$ cat config.mk
export PLATFORM = sky130hd
export DESIGN_NAME = w452p_core
export DESIGN_NICKNAME = d
export VERILOG_FILES = /design/src/rtl/w452p_core.sv
export SDC_FILE = /design/constraint.sdc
export NUM_CORES = 2
export LEC_CHECK = 0
export BUFFER_PORTS_ARGS = -buffer_cell sky130_fd_sc_hd__buf_2
export CORE_ASPECT_RATIO = 1.2
export CORE_MARGIN = 1
export CORE_UTILIZATION = 30
export CTS_CLUSTER_DIAMETER = 100
export DETAILED_ROUTE_END_ITERATION = 10
export SKIP_CTS_REPAIR_TIMING = 1
export SYNTH_ARGS = -nofsm -noshare
export SYNTH_HDL_FRONTEND = slang
export SYNTH_SLANG_ARGS = --single-unit
export TNS_END_PERCENT = 5
$ cat constraint.sdc
create_clock -name clk -period 53.2 [get_ports clk]
set_clock_uncertainty 0.1 [all_clocks]
set_input_delay 10.64 -clock clk [delete_from_list [all_inputs] [get_ports clk]]
set_output_delay 10.64 -clock clk [all_outputs]
set_load 0.005 [all_outputs]
$ cat src/rtl/w452p_core.sv
// w452p_core: multi-cycle core for the 16-bit w452 instruction set with a configurable datapath,
// ready/ack memory handshakes, a generic coprocessor port, self-branch halt and instret counter.
module w452p_core #(
  parameter int unsigned     XLEN        = 32,
  parameter logic [XLEN-1:0] RESET_PC    = '0,
  parameter int unsigned     COP_TIMEOUT = 0
) (
  input  logic            clk,
  input  logic            reset,
  output logic            imem_req,
  output logic [XLEN-1:0] imem_addr,
  input  logic            imem_ack,
  input  logic [15:0]     imem_rdata,
  output logic            dmem_req,
  output logic            dmem_we,
  output logic [XLEN-1:0] dmem_addr,
  output logic [XLEN-1:0] dmem_wdata,
  input  logic            dmem_ack,
  input  logic [XLEN-1:0] dmem_rdata,
  output logic            cop_go,
  output logic [1:0]      cop_op,
  output logic [XLEN-1:0] cop_a,
  output logic [XLEN-1:0] cop_b,
  input  logic            cop_done,
  input  logic [XLEN-1:0] cop_result,
  output logic            halted,
  output logic            cop_err,
  output logic [XLEN-1:0] instret
);

  localparam logic [3:0] OpBeq = 4'd0;
  localparam logic [3:0] OpBne = 4'd1;
  localparam logic [3:0] OpBlt = 4'd2;
  localparam logic [3:0] OpBle = 4'd3;
  localparam logic [3:0] OpJr  = 4'd4;
  localparam logic [3:0] OpJrl = 4'd5;
  localparam logic [3:0] OpLd  = 4'd6;
  localparam logic [3:0] OpSt  = 4'd7;
  localparam logic [3:0] OpAdd = 4'd8;
  localparam logic [3:0] OpSub = 4'd9;
  localparam logic [3:0] OpAdi = 4'd10;
  localparam logic [3:0] OpLdp = 4'd11;

  typedef enum logic [2:0] {
    StFetch, StDecode, StExec, StMem, StCop, StWb, StHalt
  } state_e;

  state_e          state_q;
  logic [XLEN-1:0] pc_q;
  logic [15:0]     ir_q;
  logic [XLEN-1:0] a_q;
  logic [XLEN-1:0] b_q;
  logic [XLEN-1:0] res_q;
  logic [3:0]      dest_q;
  logic [31:0]     cop_cnt_q;
  logic [XLEN-1:0] rf_q [16];

  logic [3:0]      op;
  logic [3:0]      rs;
  logic [3:0]      rt;
  logic [3:0]      rd;
  logic [XLEN-1:0] imm8;
  logic [XLEN-1:0] imm4;
  logic [XLEN-1:0] npc;
  logic [XLEN-1:0] br_sum;
  logic [XLEN-1:0] jr_sum;
  logic [XLEN-1:0] next_pc;
  logic            br_taken;
  logic            self_loop;

  assign op        = ir_q[15:12];
  assign rs        = ir_q[11:8];
  assign rt        = ir_q[7:4];
  assign rd        = ir_q[3:0];
  assign imem_addr = pc_q;

  always_comb begin
    imm8     = {{(XLEN-8){ir_q[7]}}, ir_q[7:0]};
    imm4     = {{(XLEN-4){ir_q[3]}}, ir_q[3:0]};
    npc      = pc_q + XLEN'(2);
    br_sum   = npc + (imm8 << 1);
    jr_sum   = a_q + (imm8 << 1);
    br_taken = 1'b0;
    unique case (op[1:0])
      2'd0: br_taken = (a_q == '0);
      2'd1: br_taken = (a_q != '0);
      2'd2: br_taken = a_q[XLEN-1];
      2'd3: br_taken = a_q[XLEN-1] || (a_q == '0);
    endcase
    next_pc = npc;
    if (op == OpJr || op == OpJrl) begin
      next_pc = {jr_sum[XLEN-1:1], 1'b0};
    end else if (op <= OpBle && br_taken) begin
      next_pc = {br_sum[XLEN-1:1], 1'b0};
    end
    // Only branches and JR halt on a self-target; a not-taken branch never matches pc.
    self_loop = (op <= OpJr) && (next_pc == pc_q);
  end

  always_ff @(posedge clk or posedge reset) begin
    if (reset) begin
      state_q    <= StFetch;
      pc_q       <= {RESET_PC[XLEN-1:1], 1'b0};
      ir_q       <= '0;
      a_q        <= '0;
      b_q        <= '0;
      res_q      <= '0;
      dest_q     <= '0;
      cop_cnt_q  <= '0;
      for (int i = 0; i < 16; i++) rf_q[i] <= '0;
      imem_req   <= 1'b0;
      dmem_req   <= 1'b0;
      dmem_we    <= 1'b0;
      dmem_addr  <= '0;
      dmem_wdata <= '0;
      cop_go     <= 1'b0;
      cop_op     <= '0;
      cop_a      <= '0;
      cop_b      <= '0;
      halted     <= 1'b0;
      cop_err    <= 1'b0;
      instret    <= '0;
    end else begin
      unique case (state_q)
        StFetch: begin
          if (imem_req && imem_ack) begin
            ir_q     <= imem_rdata;
            imem_req <= 1'b0;
            state_q  <= StDecode;
          end else begin
            imem_req <= 1'b1;
          end
        end
        StDecode: begin
          // r0 is never written, so it always reads as zero.
          a_q     <= rf_q[rs];
          b_q     <= rf_q[rt];
          state_q <= StExec;
        end
        StExec: begin
          pc_q   <= next_pc;
          dest_q <= rd;
          unique case (op)
            OpBeq, OpBne, OpBlt, OpBle, OpJr: begin
              instret <= instret + XLEN'(1);
              if (self_loop) begin
                halted  <= 1'b1;
                state_q <= StHalt;
              end else begin
                state_q <= StFetch;
              end
            end
            OpJrl: begin
              res_q   <= npc;
              dest_q  <= 4'd15;
              state_q <= StWb;
            end
            OpLd: begin
              dmem_addr <= a_q + (imm4 << 2);
              dmem_we   <= 1'b0;
              dest_q    <= rt;
              state_q   <= StMem;
            end
            OpSt: begin
              dmem_addr  <= a_q + (imm4 << 2);
              dmem_we    <= 1'b1;
              dmem_wdata <= b_q;
              state_q    <= StMem;
            end
            OpLdp: begin
              dmem_addr <= npc + (imm8 << 2);
              dmem_we   <= 1'b0;
              dest_q    <= rs;
              state_q   <= StMem;
            end
            OpAdd: begin
              res_q   <= a_q + b_q;
              state_q <= StWb;
            end
            OpSub: begin
              res_q   <= a_q - b_q;
              state_q <= StWb;
            end
            OpAdi: begin
              res_q   <= a_q + imm8;
              dest_q  <= rs;
              state_q <= StWb;
            end
            default: begin
              // FAD/FSB/FML/FDV map onto coprocessor codes add/sub/mult/div.
              cop_op    <= op[1:0] ^ 2'b10;
              cop_a     <= a_q;
              cop_b     <= b_q;
              cop_go    <= 1'b1;
              cop_cnt_q <= '0;
              state_q   <= StCop;
            end
          endcase
        end
        StMem: begin
          if (dmem_req && dmem_ack) begin
            dmem_req <= 1'b0;
            dmem_we  <= 1'b0;
            if (dmem_we) begin
              instret <= instret + XLEN'(1);
              state_q <= StFetch;
            end else begin
              res_q   <= dmem_rdata;
              state_q <= StWb;
            end
          end else begin
            dmem_req <= 1'b1;
          end
        end
        StCop: begin
          cop_go <= 1'b0;
          if (cop_done) begin
            res_q   <= cop_result;
            state_q <= StWb;
          end else if (COP_TIMEOUT != 0 && cop_cnt_q == COP_TIMEOUT - 1) begin
            res_q   <= '1;
            cop_err <= 1'b1;
            state_q <= StWb;
          end else begin
            cop_cnt_q <= cop_cnt_q + 32'd1;
          end
        end
        StWb: begin
          if (dest_q != 4'd0) rf_q[dest_q] <= res_q;
          instret <= instret + XLEN'(1);
          state_q <= StFetch;
        end
        StHalt: begin
          state_q <= StHalt;
        end
        default: begin
          state_q <= StFetch;
        end
      endcase
    end
  end

endmodule

==> summary.txt <==
Pint - 0.001699 W
Power Density - 56.51 nW/µm²
TNS Setup - 0 ps
max-cap viol count - 0
most frequent cells in the layout - dfrtp_1, mux2_2, nand2_1, mux4_2, buf_2
critical path class - in -> async
largest net degree at the start of global routing - 163
CP Launch Type - input pin
routed wire length - 170.0 mm
DR WL/cell - 25.91 µm
outcome - complete, no violations
htree depth - 3
peak supply drop - 0.05152 mV
Seq/Total Area, Yosys - 41.90%
Multi-input gate area - 27460 µm²
hpwl dp - 115.8 mm
slew margin rel. - 4.222%
drt pass-1 iters - 7
Period minus WS final - 15320 ps
root buf cell - clkbuf_16
Net Sw Frac - 46.14%
grt ovf - 0
RSZ-0062 raised after global routing - no
CTS tree - done
Setup crit end kind - asynchronous set/reset pin
worst skew pair latency - 710 ps
Syn-to-layout area delta - 12.58%
synthesized area - 49570 µm²
vias in the first global route - 37533
Place WS - 36980 ps
endpoints failing hold - 0
first-pass GRT wire length - 251.4 mm
commonest non-fill, non-tap cell in the layout - dfrtp_1
Seq. cell area - 20790 µm²
ANT nets after route - 0
crit-path max FO - 162
die height - 447.3 µm
CTS buffer count - 81
P_sw - 0.001455 W
Reg2Reg Depth - 18
I/O Buffers - 283
drt via density - 5.684
fin nets - 4572
gpl congestion - 0.9323
hold endpoint - rf_q[480]
RR Endpoint - res_q[28]
R2R Setup Slk - 45840 ps
die footprint - 166900 µm²
clock power share - 19.4%
CTS sink count - 830
Synth warnings - 1
Hold Crit Start - rf_q[480]
Initial Utilization - 30.19%
logic gate share of total power - 50.5%
Worst R2R Start - ir_q[15]
Slew @ Worst Pin - 1426 ps
EDFF count, synth - 0
Hold Path Stages - 0
Reg power frac - 30.1%
I/O Pins - 285
row cnt - 163
total track usage - 20.13%
# DRC - 0
Iter 0 DRT Violations - 3401
layout cells sized above 1 - 33.66%
fmax - 0.06528 GHz
crit path DAT - 15840 ps
max-slew violation total from the final report - 0
worst min-delay path class - reg -> reg
Async SR Flop Fraction - 100.0%
Die X - 373.1 µm
Required @ worst endpoint - 53720 ps
Net Count, Synth - 4486
Leakage - 25.92 nW
Clock transition at path regs - 60 ps
Synth Register Bits - 830
Layout fillers - 16278
CORE AREA - 164200 µm²
top_reg_cell synth - dfrtp_1
initial antenna violation count - 7
Final WS setup - 37880 ps
via count - 37296
Syn Inst Count - 4266
endpoints failing setup - 0
Netlist cell types - 94
Mean Syn Cell Area - 11.62 µm²
Clock Path Buffers - 3
period utilization - 28.80%
final cells by class:
class	instances	share of cell area (%)
Clock buffer	109	4.168
Multi-Input combinational cell	3047	49.21
Clock inverter	37	0.7600
Tap cell	2145	4.809
Sequential cell	830	37.26
Antenna cell	2	0.008968
Inverter	44	0.3094
Timing Repair Buffer	348	3.480
power groups by stage:
stage	Combinational, W	Sequential [W]	Clock [W]
6_report	0.00159	0.000949	0.000612
5_1_grt	0.00170	0.000967	0.000643
4_1_cts	0.00158	0.000944	0.000624
3_5_place_dp	0.00157	0.000955	0
3_3_place_gp	0.00156	0.000950	0
2_1_floorplan	0.00114	0.000835	0
metal layers:
layer	vias up	global-route usage [%]	share of wire (%)
li1	16080	-	-
met5	-	0	0.015
met4	4	11.90	6.1
met1	19325	23.92	38
met3	421	3.286	6.3
met2	1466	34.32	49
stage by stage:
stage	std cells	hold slack (ps)	power, W	area, µm²	util, %
after floorplan	4266	341.3	0.001970	49570	-
after global placement	6414	276.3	0.002509	53050	32.31
after detailed placement	6414	283.3	0.002526	53050	32.31
after CTS	6560	298.0	0.003146	55800	33.99
after global routing	6561	301.0	0.003312	55800	33.99
final	6562	294.6	0.003154	55810	33.99
how the worst max path moves through the flow:
stage                     cells after the start         to  slack, ps  startpoint
after floorplan                               1     a_q[0]      19140       reset
after global placement                        7  rf_q[404]      37080       reset
after detailed placement                      7  rf_q[310]      36980       reset
after CTS                                     7    a_q[20]      37750       reset
after global routing                          7  rf_q[436]      37070       reset
final                                         7  rf_q[345]      37880       reset
worst max-delay path, stage by stage:
cell and delay (ps):
buf_2 130, inv_8 580, buf_4 750, buf_12 610
buf_4 830, buf_4 890, buf_4 980
cells in the mapped netlist (all sizes together), types with 9 or more instances:
master | number | area [µm²]
nor2 | 181 | 686.9
o211ai | 17 | 127.6
and2 | 13 | 81.33
o21ai | 224 | 1121
ha | 130 | 1627
nor3 | 58 | 295.3
a222oi | 13 | 130.1
nand4 | 38 | 244.0
inv | 44 | 165.2
nor4 | 24 | 220.2
or2 | 12 | 75.07
or3 | 24 | 150.1
nand2 | 466 | 1754
a31oi | 31 | 193.9
o21bai | 16 | 120.1
a2111oi | 9 | 87.58
buf | 77 | 331.6
mux2i | 15 | 150.1
and4 | 10 | 87.58
nand2b | 26 | 162.7
mux4 | 320 | 7207
clkbuf | 268 | 1008
xor2 | 79 | 691.9
a211oi | 33 | 252.7
nor2b | 14 | 87.58
o31ai | 17 | 127.6
a21oi | 191 | 955.9
o22ai | 9 | 56.30
a221oi | 26 | 240.2
nand3 | 67 | 340.3
xnor2 | 130 | 1139
a21boi | 9 | 67.56
and3 | 34 | 212.7
mux2 | 601 | 6771
o21a | 26 | 195.2
nor3b | 10 | 75.07
dfrtp | 830 | 20770
a21o | 56 | 420.4
a221o | 12 | 120.1
registers in the layout, summed over array words and instances (netlist names), 16 cells and up:
signal and cells:
res_q 32, ir_q 16, imem_addr 32, dmem_addr 32
rf_q 512, cop_a 32, b_q 32, instret 32
a_q 32, cop_b 32, dmem_wdata 32
logic make-up (layout without fill, tap and decap cells):
| kind of cell | after synthesis | count (layout) | synth area share, % |
|---|---|---|---|
| flip-flops | 830 | 830 | 41.90 |
| multiplexers | 936 | 936 | 28.50 |
| buffers and inverters | 389 | 538 | 3.037 |
| adder cells (fa/ha/maj) | 135 | 135 | 3.483 |
| other | 1 | 3 | 0.007565 |
| XOR/XNOR | 210 | 210 | 3.738 |
| AND/OR/NAND/NOR | 999 | 999 | 9.405 |
| AO/OA/AOI/OAI | 766 | 766 | 9.927 |
Power figures use the tool's default switching activity.
